`config.mk`:
```
export PLATFORM = sky130hd
export DESIGN_NAME = icecream_order_gen
export DESIGN_NICKNAME = d
export VERILOG_FILES = /design/src/rtl/icecream_order_gen.sv
export SDC_FILE = /design/constraint.sdc
export NUM_CORES = 1
export LEC_CHECK = 0
export ABC_AREA = 0
export CAP_MARGIN = 40
export CORE_ASPECT_RATIO = 1.4
export CORE_UTILIZATION = 51
export CTS_CLUSTER_SIZE = 12
export DETAILED_ROUTE_END_ITERATION = 10
export GPL_ROUTABILITY_DRIVEN = 1
export HOLD_SLACK_MARGIN = 0.1
export PLACE_DENSITY = 0.77
export SLEW_MARGIN = 25
export SYNTH_ARGS = -nofsm -noshare
export SYNTH_HDL_FRONTEND = slang
export SYNTH_SLANG_ARGS = --single-unit
```
`constraint.sdc`:
```
create_clock -name clk -period 2.5 [get_ports clk]
set_input_delay 0.25 -clock clk [delete_from_list [all_inputs] [get_ports clk]]
set_output_delay 0.25 -clock clk [all_outputs]
set_load 0.005 [all_outputs]
```
`src/rtl/icecream_order_gen.sv`:
```
// Ice-cream order generator: accepts a recipe index, holds the recipe code
// on {Sa,Sw,I,P} for HOLD_CYCLES cycles, then pulses done and counts the order.
module icecream_order_gen #(
  parameter int unsigned HOLD_CYCLES = 4
) (
  input  logic       clk,
  input  logic       rst,
  input  logic       req_valid,
  output logic       req_ready,
  input  logic [2:0] req_idx,
  output logic       Sa,
  output logic       Sw,
  output logic       I,
  output logic       P,
  output logic       code_valid,
  output logic       done,
  output logic       err,
  output logic [7:0] serve_cnt
);

  localparam logic [1:0] ST_IDLE  = 2'd0;
  localparam logic [1:0] ST_DRIVE = 2'd1;
  localparam logic [1:0] ST_DONE  = 2'd2;
  localparam logic [7:0] HOLD_LOAD = 8'(HOLD_CYCLES - 1);

  // Returns {valid, code}; indices 5..7 come back with valid clear.
  function automatic logic [4:0] recipe_lookup(input logic [2:0] idx);
    logic [4:0] r;
    case (idx)
      3'd0:    r = {1'b1, 4'b1100};
      3'd1:    r = {1'b1, 4'b0101};
      3'd2:    r = {1'b1, 4'b0011};
      3'd3:    r = {1'b1, 4'b0110};
      3'd4:    r = {1'b1, 4'b1010};
      default: r = 5'b0_0000;
    endcase
    return r;
  endfunction

  logic [1:0] state_q, state_d;
  logic [7:0] hold_q, hold_d;
  logic [3:0] code_q, code_d;
  logic       ready_q, ready_d;
  logic       cv_q, cv_d;
  logic       done_q, done_d;
  logic       err_q, err_d;
  logic [7:0] serve_q, serve_d;
  logic [4:0] lookup_s;
  logic       handshake_s;

  // Next-state and next-output computation; outputs follow the next state.
  always_comb begin
    lookup_s    = recipe_lookup(req_idx);
    handshake_s = req_valid & ready_q;
    state_d     = state_q;
    hold_d      = hold_q;
    code_d      = code_q;
    err_d       = 1'b0;
    done_d      = 1'b0;
    serve_d     = serve_q;
    case (state_q)
      ST_IDLE: begin
        if (handshake_s) begin
          if (lookup_s[4]) begin
            code_d  = lookup_s[3:0];
            hold_d  = HOLD_LOAD;
            state_d = ST_DRIVE;
          end else begin
            err_d = 1'b1;
          end
        end else begin
          state_d = ST_IDLE;
        end
      end
      ST_DRIVE: begin
        if (hold_q == 8'd0) begin
          state_d = ST_DONE;
          code_d  = 4'b0000;
          done_d  = 1'b1;
          serve_d = (serve_q == 8'hFF) ? serve_q : serve_q + 8'd1;
        end else begin
          hold_d = hold_q - 8'd1;
        end
      end
      ST_DONE: begin
        state_d = ST_IDLE;
      end
      default: begin
        state_d = ST_IDLE;
        code_d  = 4'b0000;
        hold_d  = 8'd0;
      end
    endcase
    ready_d = (state_d == ST_IDLE);
    cv_d    = (state_d == ST_DRIVE);
  end

  // State and output registers; reset wins over any order in flight.
  always_ff @(posedge clk) begin
    if (rst) begin
      state_q <= ST_IDLE;
      hold_q  <= 8'd0;
      code_q  <= 4'b0000;
      ready_q <= 1'b1;
      cv_q    <= 1'b0;
      done_q  <= 1'b0;
      err_q   <= 1'b0;
      serve_q <= 8'd0;
    end else begin
      state_q <= state_d;
      hold_q  <= hold_d;
      code_q  <= code_d;
      ready_q <= ready_d;
      cv_q    <= cv_d;
      done_q  <= done_d;
      err_q   <= err_d;
      serve_q <= serve_d;
    end
  end

  assign req_ready       = ready_q;
  assign code_valid      = cv_q;
  assign {Sa, Sw, I, P}  = code_q;
  assign done            = done_q;
  assign err             = err_q;
  assign serve_cnt       = serve_q;

endmodule
```
Word level (Yosys, flattened, before mapping):

Cells that the tools add are included.

* register bits after elaboration: 26
* latch bits: 0
* RAM bits: 0
* bits in read-only memories: 0
* input bits: 6
* logic and storage cells: 52
* memories: 0

* add/sub/neg operators: 2
* multiply operators: 0
* div/mod/pow operators: 0
* $lt $le $gt $ge: 0
* equal/unequal tests: 12
* shift operators: 0
* multiplexer cells: 15
* bitwise logic cells: 6
* reductions and logical operators: 9

Operators with widths (count)
* $pmux 5 s5: 1
* $mux 8: 3
* $pmux 8 s3: 1
* $mux 4: 3
* $pmux 4 s3: 1
* $add 8x1->8 const B: 1
* $eq 8x8->1 const B: 1
* $logic_not 8->1: 1
* $ne 2x2->1 const B: 4
* $reduce_and 4->1: 2
* $sub 8x1->8 const B: 1
* $eq 3x2->1 const B: 2
* $mux 2: 3
* $not 1->1: 5
* $eq 2x1->1 const B: 2
* $logic_not 2->1: 2
* $pmux 2 s2: 1
* $eq 3x1->1 const B: 1
* $eq 3x3->1 const B: 1
* $logic_not 3->1: 1
* $reduce_and 3->1: 1
* $reduce_or 3->1: 1
* $eq 2x2->1 const B: 1
* $mux 1: 2
* other kinds (2): 2

Logic depth before layout (Yosys ltp):

Gate-level depths: netlist of run 1.

* depth in word-level cells: 6
* gate-level depth with buffers: 7
* mapped depth without buffers: 6

Worst setup path after synthesis of run 1:

No wires, ideal clock.

* path kind: reg2reg
* from: reg hold_q[0]
* to: reg hold_q[4]
* library setup time: 72 ps
* arrival: 1741 ps
* path slack: 687 ps
* cell stages (with the launch flop): 7
* period minus slack after synthesis: 1813 ps
* cell sequence: dfxtp_1 inv_1 ha_1 nor3b_2 a31o_2 a2111oi_0 mux2i_1

* longest elaborated chain between the ends: 3
* elaborated cells on any way between the ends: 6
* classes of those cells: add/sub (1); eq/ne (1); mux (2); reduce/logical (2)

Ends and longest elaborated chain
* start: declaration: RTL line 41 `logic [7:0] hold_q, hold_d;`
* start signal: assignment: RTL line 111 `hold_q <= hold_d;`
* $sub 8x1->8 / $logic_not 8->1 (equally long branches): RTL line 82, 76
* $mux 8 / $ne 2x2->1 (equally long branches)
* $pmux 8 s3 / $reduce_and 4->1 (equally long branches)

Several ways; a longest one is shown, not always the timed one. The select of a mux whose other input is x is not followed.
A chain may end at the register's enable or synchronous reset.

Worst setup path in the final report of run 1:

* from: reg hold_q[0]
* to: reg serve_q[6] (netlist: serve_cnt[6])

* longest elaborated chain between the ends: 2

Ends and longest elaborated chain
* $logic_not 8->1: RTL line 76 `if (hold_q == 8'd0) begin`
* $reduce_and 3->1 (no source line)
* end signal: assignment: RTL line 117 `serve_q <= serve_d;`
* end: declaration: RTL line 47 `logic [7:0] serve_q, serve_d;`

Every way passes these cells.

==> results.sh, run 1 <==
export IMPL_synth_top_area_frac=0.405
export IMPL_grt_remaining_overflow=0
export IMPL_rows=21
export IMPL_wl_per_cell_um=13.8
export IMPL_cts_repair_resized=0
export IMPL_antennaDiodeCount=0
export IMPL_port_buffers=21
export IMPL_syn_inst=144
export IMPL_synth_edff_count=0
export IMPL_routed_via_density=5.88
export IMPL_cpMaxStageDelayCell="or4_1"
export IMPL_synthesis_area_sq_mm=0.00129
export IMPL_syn_avg_cell_area_sq_um=8.93
export IMPL_ios=22
export IMPL_rsz0062_at_grt="false"
export IMPL_final_cell_area_sq_mm=0.00159
export IMPL_grt_pass1_vias=1074
export IMPL_fin_skew_ns=0.000922
export IMPL_design_core_area_sq_mm=0.00239
export IMPL_wl_um=2770
export IMPL_register_area_sq_um=520
export IMPL_report_final_slew_viol_count=0
export IMPL_synth_common_cells="dfxtp_1 (26), nand2_1 (15), or4_1 (9)"
export IMPL_worstSkewPairLatency_ns=0.32
export IMPL_yosysSeqAreaShare=0.405
export IMPL_power_mw=1.25
export IMPL_cp_top_family="simple AND/OR/NAND/NOR gates"
export IMPL_ys_types=37
export IMPL_slowest_delay_ns=0.60
export IMPL_cts_root_buf="clkbuf_4"
export IMPL_critPathMaxFanout=18
export IMPL_ys_ff_latch=26
export IMPL_fin_cells=201
export IMPL_synthArstFlopShare=0
export IMPL_fin_tns_setup_ns=0
export IMPL_worst_ep_required_time_ns=2.74
export IMPL_hold_violations=0
export IMPL_outcome="finished clean"
export IMPL_setup_slack_ns=0.370
export IMPL_period_share=0.852
export IMPL_die_area_sq_mm=0.00273
export IMPL_layout_min_cycle_time_ns=2.13
export IMPL_drive_above_1_share=0.0719
export IMPL_crit_arrival_ns=2.37
export IMPL_fill_cells=209
export IMPL_powerDensity_mw_per_mm2=788
export IMPL_yosys_top_cells_area="dfxtp_1 (40%), mux2i_1 (6.2%), or4_1 (5.3%)"
export IMPL_yosysTopAreaCell="dfxtp_1"
export IMPL_place_gp_congestion=0.779
export IMPL_utilization=0.664
export IMPL_grt_pass1_wl_um=4550
export IMPL_htreeDepth=1
export IMPL_die_y_um=61.4
export IMPL_cts_buffers=3
export IMPL_drc_errors=0
export IMPL_yosysMostFrequentCell="dfxtp_1"
export IMPL_ir_drop_v=0.000636
export IMPL_cts_tree="built"
export IMPL_ctsHoldBuffers=0
export IMPL_worstSetupPathType="register to register"
export IMPL_vias=1182
export IMPL_area_delta_synth_final_pct=23.4
export IMPL_grt_use_total=0.223
export IMPL_fmax_mhz=470
export IMPL_power_leakage_nw=0.566
export IMPL_cap_violations=0
export IMPL_drtIter0Drc=34
export IMPL_slew_headroom=0.657
export IMPL_crit_buf_inv=1
export IMPL_clock_sinks=26
export IMPL_postCtsSetupBuffers=0
export IMPL_clockBufferDepth=2
export IMPL_hpwl_um=2050
export IMPL_hold_worst_slack_ns=0.467
export IMPL_ant_nets=0
export IMPL_grt_antenna_before_repair=0
export IMPL_cp_cell_sequence="inv_1, ha_1, nor3b_2, nand3_2, or4_1, o211a_1"
export IMPL_die_width_um=44.4
export IMPL_nets=177
export IMPL_start_util=0.538
export IMPL_drt_first_pass_iters=4
export IMPL_place_area_sq_mm=0.00154
export IMPL_start_kind="register"
export IMPL_multi_input_area_sq_um=717
export IMPL_synth_fp_nets=153
export IMPL_grt_max_degree=19
export IMPL_place_inst=197
export IMPL_path_clk_slew_ns=0.14
export IMPL_synth_flop_cell="dfxtp_1"
export IMPL_yosys_warnings=0
export IMPL_hold_path_class="register to register"
export IMPL_place_ws_ns=0.303
export IMPL_end_kind="register"
export IMPL_setup_viol=0
export IMPL_timing_worst_slew_pin_value_ns=0.501
sequential cells by signal, indices dropped and copies added (netlist names):
name        count
code_q          4
code_valid      1
done            1
err             1
hold_q          8
req_ready       1
serve_cnt       8
state_q         2
cell usage in the layout (no fill, tap or decap), types with 2 or more instances in the layout:
master and count:
a211oi_1 2, o21ai_0 6, buf_4 2, nand2_1 15, nand3_1 8, dfxtp_1 26, a21oi_1 8, or3_1 2
ha_1 3, or4_1 9, nor3_1 4, o311ai_0 2, a31oi_1 4, nand2b_1 7, mux2i_1 8, o41ai_1 2
o31ai_1 4, inv_1 8, clkbuf_4 3, clkdlybuf4s50_1 21, nor2_1 4, a2111oi_0 2
report_power, final:
| part | internal [mW] | switching (mW) | total, mW |
|---|---|---|---|
| sequential | 0.475 | 0.0731 | 0.548 |
| clock | 0.162 | 0.128 | 0.290 |
| combinational | 0.198 | 0.215 | 0.414 |
| total | 0.836 | 0.416 | 1.25 |
final cells by class:
cell class,instances,share of cell area
multi-input combinational,106,0.452
clock inverter,1,0.0189
clock buffer,3,0.0142
sequential,26,0.328
timing repair buffer,23,0.142
tap,34,0.0268
inverter,8,0.0189
final timing paths:
kind / slack (ns) / depth (start not counted) / to / start
setup / recovery: 0.37 / 6 / serve_cnt[6] / hold_q[0]
hold / removal: 0.47 / 2 / code_q[2] / code_q[2]
setup reg to reg: 0.37 / 6 / serve_cnt[6] / hold_q[0]
hold reg to reg: 0.47 / 2 / code_q[2] / code_q[2]
tightest hold or removal path, delay by kind of cell, from the launching register on:
family           cells  cell delay, ns
flip-flops           1            0.33
AND/OR/NAND/NOR      1            0.05
multiplexers         1            0.05
kinds of logic (layout without fill, tap and decap cells):
kind of cell,after synthesis,count (layout),share of synthesized area
xor+xnor,1,1,0.00681
mux,8,8,0.0623
compound gates,36,36,0.190
simple gates,58,58,0.269
fa+ha+maj,3,3,0.0292
buf+inv,12,35,0.0379
flops,26,26,0.405
per-layer routing:
metal | GRT usage | vias up | wire length [um]
met5 | 0 | - | 0
met4 | 0.113 | 0 | 47
met3 | 0.0235 | 6 | 118
met2 | 0.399 | 30 | 1440
met1 | 0.260 | 552 | 1170
li1 | - | 594 | -
(Power assumes the default switching activity.)
==> inputs of run 2 (changes only) <==
Settings changed: MAX_ROUTING_LAYER from default to met4.
==> results.sh, run 2 (synthesized netlist as in run 1, its figures left out) <==
export IMPL_outcome="finished clean"
export IMPL_cap_violations=0
export IMPL_p_sw_mw=0.416
export IMPL_slowest_delay_ns=0.60
export IMPL_wl_um=2770
export IMPL_mostFrequentLayoutCells="dfxtp_1 (26), clkdlybuf4s50_1 (21), nand2_1 (15)"
export IMPL_port_buffers=21
export IMPL_min_path_cells=2
export IMPL_clockBufferDepth=2
export IMPL_power_leakage_nw=0.566
export IMPL_cpMaxStageDelayCell="or4_1"
export IMPL_place_gp_congestion=0.789
export IMPL_power_mw=1.25
export IMPL_period_share=0.852
export IMPL_cts_tree="built"
export IMPL_die_area_sq_mm=0.00273
export IMPL_drtIter0Drc=31
export IMPL_critPathMaxFanout=18
export IMPL_hpwl_um=2050
export IMPL_ant_nets=0
export IMPL_wl_per_cell_um=13.8
export IMPL_drc_errors=0
export IMPL_fin_cells=201
export IMPL_nets=177
export IMPL_rsz0062_at_grt="false"
export IMPL_cts_root_buf="clkbuf_4"
export IMPL_slew_headroom=0.657
export IMPL_crit_buf_inv=1
export IMPL_power_frac_comb=0.330
export IMPL_routed_via_density=5.88
export IMPL_grt_max_degree=19
export IMPL_worstSkewPairLatency_ns=0.32
export IMPL_place_area_sq_mm=0.00154
export IMPL_design_core_area_sq_mm=0.00239
export IMPL_grt_antenna_before_repair=0
export IMPL_swShare=0.332
export IMPL_pwr_share_clk=0.231
export IMPL_grt_pass1_vias=1074
export IMPL_ir_drop_v=0.000636
export IMPL_layout_commonest_cell="dfxtp_1"
export IMPL_drt_first_pass_iters=4
export IMPL_grt_remaining_overflow=0
export IMPL_fmax_mhz=469
export IMPL_htreeDepth=1
export IMPL_postCtsSetupBuffers=0
export IMPL_end_kind="register"
export IMPL_area_delta_synth_final_pct=23.4
export IMPL_clock_sinks=26
export IMPL_worstSetupPathType="register to register"
export IMPL_grt_pass1_wl_um=4550
export IMPL_powerDensity_mw_per_mm2=788
export IMPL_cp_cell_sequence="inv_1, ha_1, nor3b_2, nand3_2, or4_1, o211a_1"
export IMPL_drive_above_1_share=0.0719
export IMPL_fin_tns_setup_ns=0
export IMPL_grt_use_total=0.230
export IMPL_start_util=0.538
export IMPL_ios=22
export IMPL_reg2regPathDepth=6
export IMPL_ctsHoldBuffers=0
export IMPL_vias=1182
export IMPL_power_internal_mw=0.836
export IMPL_path_clk_slew_ns=0.14
export IMPL_cp_top_family="simple AND/OR/NAND/NOR gates"
export IMPL_die_width_um=44.4
export IMPL_worst_ep_required_time_ns=2.74
export IMPL_rows=21
export IMPL_antennaDiodeCount=0
export IMPL_report_final_slew_viol_count=0
export IMPL_fill_cells=209
export IMPL_layout_min_cycle_time_ns=2.13
export IMPL_setup_viol=0
export IMPL_timing_worst_slew_pin_value_ns=0.501
export IMPL_cts_buffers=3
export IMPL_place_inst=197
export IMPL_start_kind="register"
export IMPL_crit_arrival_ns=2.37
export IMPL_hold_path_class="register to register"
export IMPL_die_y_um=61.4
export IMPL_cp_depth=6
export IMPL_cts_repair_resized=0
export IMPL_fin_skew_ns=0.000922
export IMPL_p_seq_frac=0.438
export IMPL_final_cell_area_sq_mm=0.00159
export IMPL_hold_violations=0
run 2: cell counts in the layout (fill, tap and decap cells not counted):
No cell type changed its count.
run 2: worst paths after layout:
| kind | from | end | slack (ns) |
|---|---|---|---|
| min | code_q[2] | code_q[2] | 0.47 |
| min reg2reg | code_q[2] | code_q[2] | 0.47 |
| max | hold_q[0] | serve_cnt[6] | 0.37 |
| max reg2reg | hold_q[0] | serve_cnt[6] | 0.37 |
run 2: final cells by class:
| type | count | area (sq um) | share of cell area |
|---|---|---|---|
| Clock inverter | 1 | 30.0 | 0.0189 |
| Sequential cell | 26 | 520 | 0.328 |
| Clock buffer | 3 | 22.5 | 0.0142 |
| Inverter | 8 | 30.0 | 0.0189 |
| Tap cell | 34 | 42.5 | 0.0268 |
| Multi-Input combinational cell | 106 | 717 | 0.452 |
| Timing Repair Buffer | 23 | 225 | 0.142 |
run 2: power by group through the flow:
stage	Clock, mW	Combinational [mW]	Sequential, mW
CTS	0.296	0.415	0.548
detailed placement	0	0.411	0.558
finish	0.290	0.414	0.548
global route	0.317	0.460	0.558
global placement	0	0.396	0.553
floorplan	0	0.307	0.538
run 2: worst register-to-register path, stage by stage (launching register included):
cell and delay, ns:
dfxtp_1 0.37, inv_1 0.11, ha_1 0.15, nor3b_2 0.34
nand3_2 0.34, or4_1 0.60, o211a_1 0.14
run 2: through the flow:
step	setup slack [ns]	utilization	hold WS, ns
4_1_cts	0.374	0.664	0.471
3_3_place_gp	0.426	0.642	0.446
3_5_place_dp	0.303	0.642	0.452
6_report	0.370	0.664	0.467
5_1_grt	0.201	0.664	0.497
2_1_floorplan	0.687	-	0.351
run 2: layer usage:
metal	vias to the layer above	GRT usage	share of wire
met5	-	-	0
met4	0	0.113	0.017
met3	6	0.0235	0.043
met2	30	0.399	0.52
met1	552	0.260	0.42
li1	594	-	-
==> inputs of run 3 (changes only) <==
Settings changed: CORE_MARGIN from default to 4.
==> results.sh, run 3 (synthesized netlist as in run 1, its figures left out) <==
export IMPL_outcome="finished clean"
export IMPL_ios=22
export IMPL_die_y_um=67.4
export IMPL_ant_nets=0
export IMPL_worstSetupPathType="register to register"
export IMPL_timing_worst_slew_pin_value_ns=0.530
export IMPL_wl_um=2800
export IMPL_place_gp_congestion=0.800
export IMPL_grt_antenna_before_repair=0
export IMPL_mostFrequentLayoutCells="dfxtp_1 (26), clkdlybuf4s50_1 (21), nand2_1 (15)"
export IMPL_nets=177
export IMPL_fill_cells=206
export IMPL_cts_repair_resized=0
export IMPL_drive_above_1_share=0.0719
export IMPL_area_delta_synth_final_pct=22.2
export IMPL_path_clk_slew_ns=0.14
export IMPL_power_leakage_nw=0.559
export IMPL_report_final_slew_viol_count=0
export IMPL_hold_worst_slack_ns=0.475
export IMPL_cap_violations=0
export IMPL_cts_buffers=3
export IMPL_port_buffers=21
export IMPL_rsz0062_at_grt="false"
export IMPL_fin_skew_ns=0.00743
export IMPL_routed_via_density=5.93
export IMPL_die_area_sq_mm=0.00340
export IMPL_worstSkewPairLatency_ns=0.32
export IMPL_slew_headroom=0.637
export IMPL_end_kind="register"
export IMPL_cts_tree="built"
export IMPL_hpwl_um=2130
export IMPL_power_internal_mw=0.762
export IMPL_swShare=0.349
export IMPL_reg2regPathDepth=6
export IMPL_vias=1192
export IMPL_p_sw_mw=0.409
export IMPL_htreeDepth=1
export IMPL_antennaDiodeCount=0
export IMPL_postCtsSetupBuffers=0
export IMPL_hold_violations=0
export IMPL_powerDensity_mw_per_mm2=745
export IMPL_critPathMaxFanout=18
export IMPL_clock_sinks=26
export IMPL_hp_start="code_q[0]"
export IMPL_die_width_um=50.4
export IMPL_fmax_mhz=472
export IMPL_grt_pass1_vias=1133
export IMPL_design_core_area_sq_mm=0.00239
export IMPL_drt_first_pass_iters=4
export IMPL_grt_pass1_wl_um=4840
export IMPL_ir_drop_v=0.000379
export IMPL_power_mw=1.17
export IMPL_power_frac_comb=0.352
export IMPL_hold_path_class="register to register"
export IMPL_rows=21
export IMPL_drc_errors=0
export IMPL_grt_remaining_overflow=0
export IMPL_crit_reg2reg_launch="hold_q[0]"
export IMPL_min_path_cells=2
export IMPL_cpMaxStageDelayCell="or4_1"
export IMPL_drtIter0Drc=37
export IMPL_clockBufferDepth=2
export IMPL_start_kind="register"
export IMPL_setup_viol=0
export IMPL_layout_commonest_cell="dfxtp_1"
export IMPL_start_util=0.538
export IMPL_wl_per_cell_um=14.0
export IMPL_layout_min_cycle_time_ns=2.12
export IMPL_critPathLaunch="hold_q[0]"
export IMPL_period_share=0.848
export IMPL_r2r_setup_slack_ns=0.38
export IMPL_cts_root_buf="clkbuf_4"
export IMPL_ctsHoldBuffers=0
export IMPL_p_seq_frac=0.469
export IMPL_slowest_delay_ns=0.61
export IMPL_crit_arrival_ns=2.35
export IMPL_fin_tns_setup_ns=0
export IMPL_cp_cell_sequence="inv_1, ha_1, nor3b_2, nand3_2, or4_1, o211a_1"
export IMPL_pwr_share_clk=0.178
export IMPL_grt_use_total=0.188
export IMPL_grt_max_degree=19
export IMPL_worst_ep_required_time_ns=2.73
==> run 3: cell types whose count changed in the layout (fill, tap and decap cells not counted) <==
cell / before / now
bufinv_16: 1 / 0
clkbuf_8: 0 / 1
==> run 3: layer usage <==
layer	wire length, um	track usage	vias to the layer above
li1	-	-	591
met1	1190	0.208	578
met2	1510	0.335	17
met3	72	0.0353	6
met4	30	0.0673	0
met5	0	-	-
==> run 3: worst max-delay path, delay by kind of cell (launching register included) <==
family	cells	cell delay [ns]
adders and majority gates	1	0.14
and+or+nand+nor	3	1.25
DFF	1	0.37
AOI/OAI and AO/OA	1	0.14
buffers and inverters	1	0.12
==> run 3: area by class of cell <==
class | instances | area, sq um | share of cell area
multi-input cells | 106 | 717 | 0.456
flip-flops and latches | 26 | 520 | 0.331
repair buffers | 23 | 225 | 0.143
well taps | 34 | 42.5 | 0.0271
clock buffers | 4 | 36.3 | 0.0231
inverters | 8 | 30.0 | 0.0191
==> run 3: power by group through the flow <==
| stage | Clock, mW | Combinational [mW] | Sequential [mW] |
|---|---|---|---|
| final | 0.209 | 0.413 | 0.549 |
| after global routing | 0.230 | 0.459 | 0.561 |
| after CTS | 0.215 | 0.416 | 0.548 |
| after detailed placement | 0 | 0.412 | 0.558 |
| after global placement | 0 | 0.397 | 0.553 |
| after floorplan | 0 | 0.307 | 0.538 |
==> run 3: metrics by stage <==
stage | instance area [sq um] | util | worst slack (ns) | instances
floorplan | 1290 | - | 0.687 | 144
global placement | 1540 | 0.642 | 0.418 | 197
detailed placement | 1540 | 0.642 | 0.256 | 197
CTS | 1570 | 0.657 | 0.392 | 201
global route | 1570 | 0.657 | 0.218 | 201
finish | 1570 | 0.657 | 0.380 | 201
==> run 3: final timing paths <==
| path | end |
|---|---|
| setup reg to reg | serve_cnt[6] |
| hold reg to reg | code_q[0] |
| hold / removal | code_q[0] |
| setup / recovery | serve_cnt[6] |
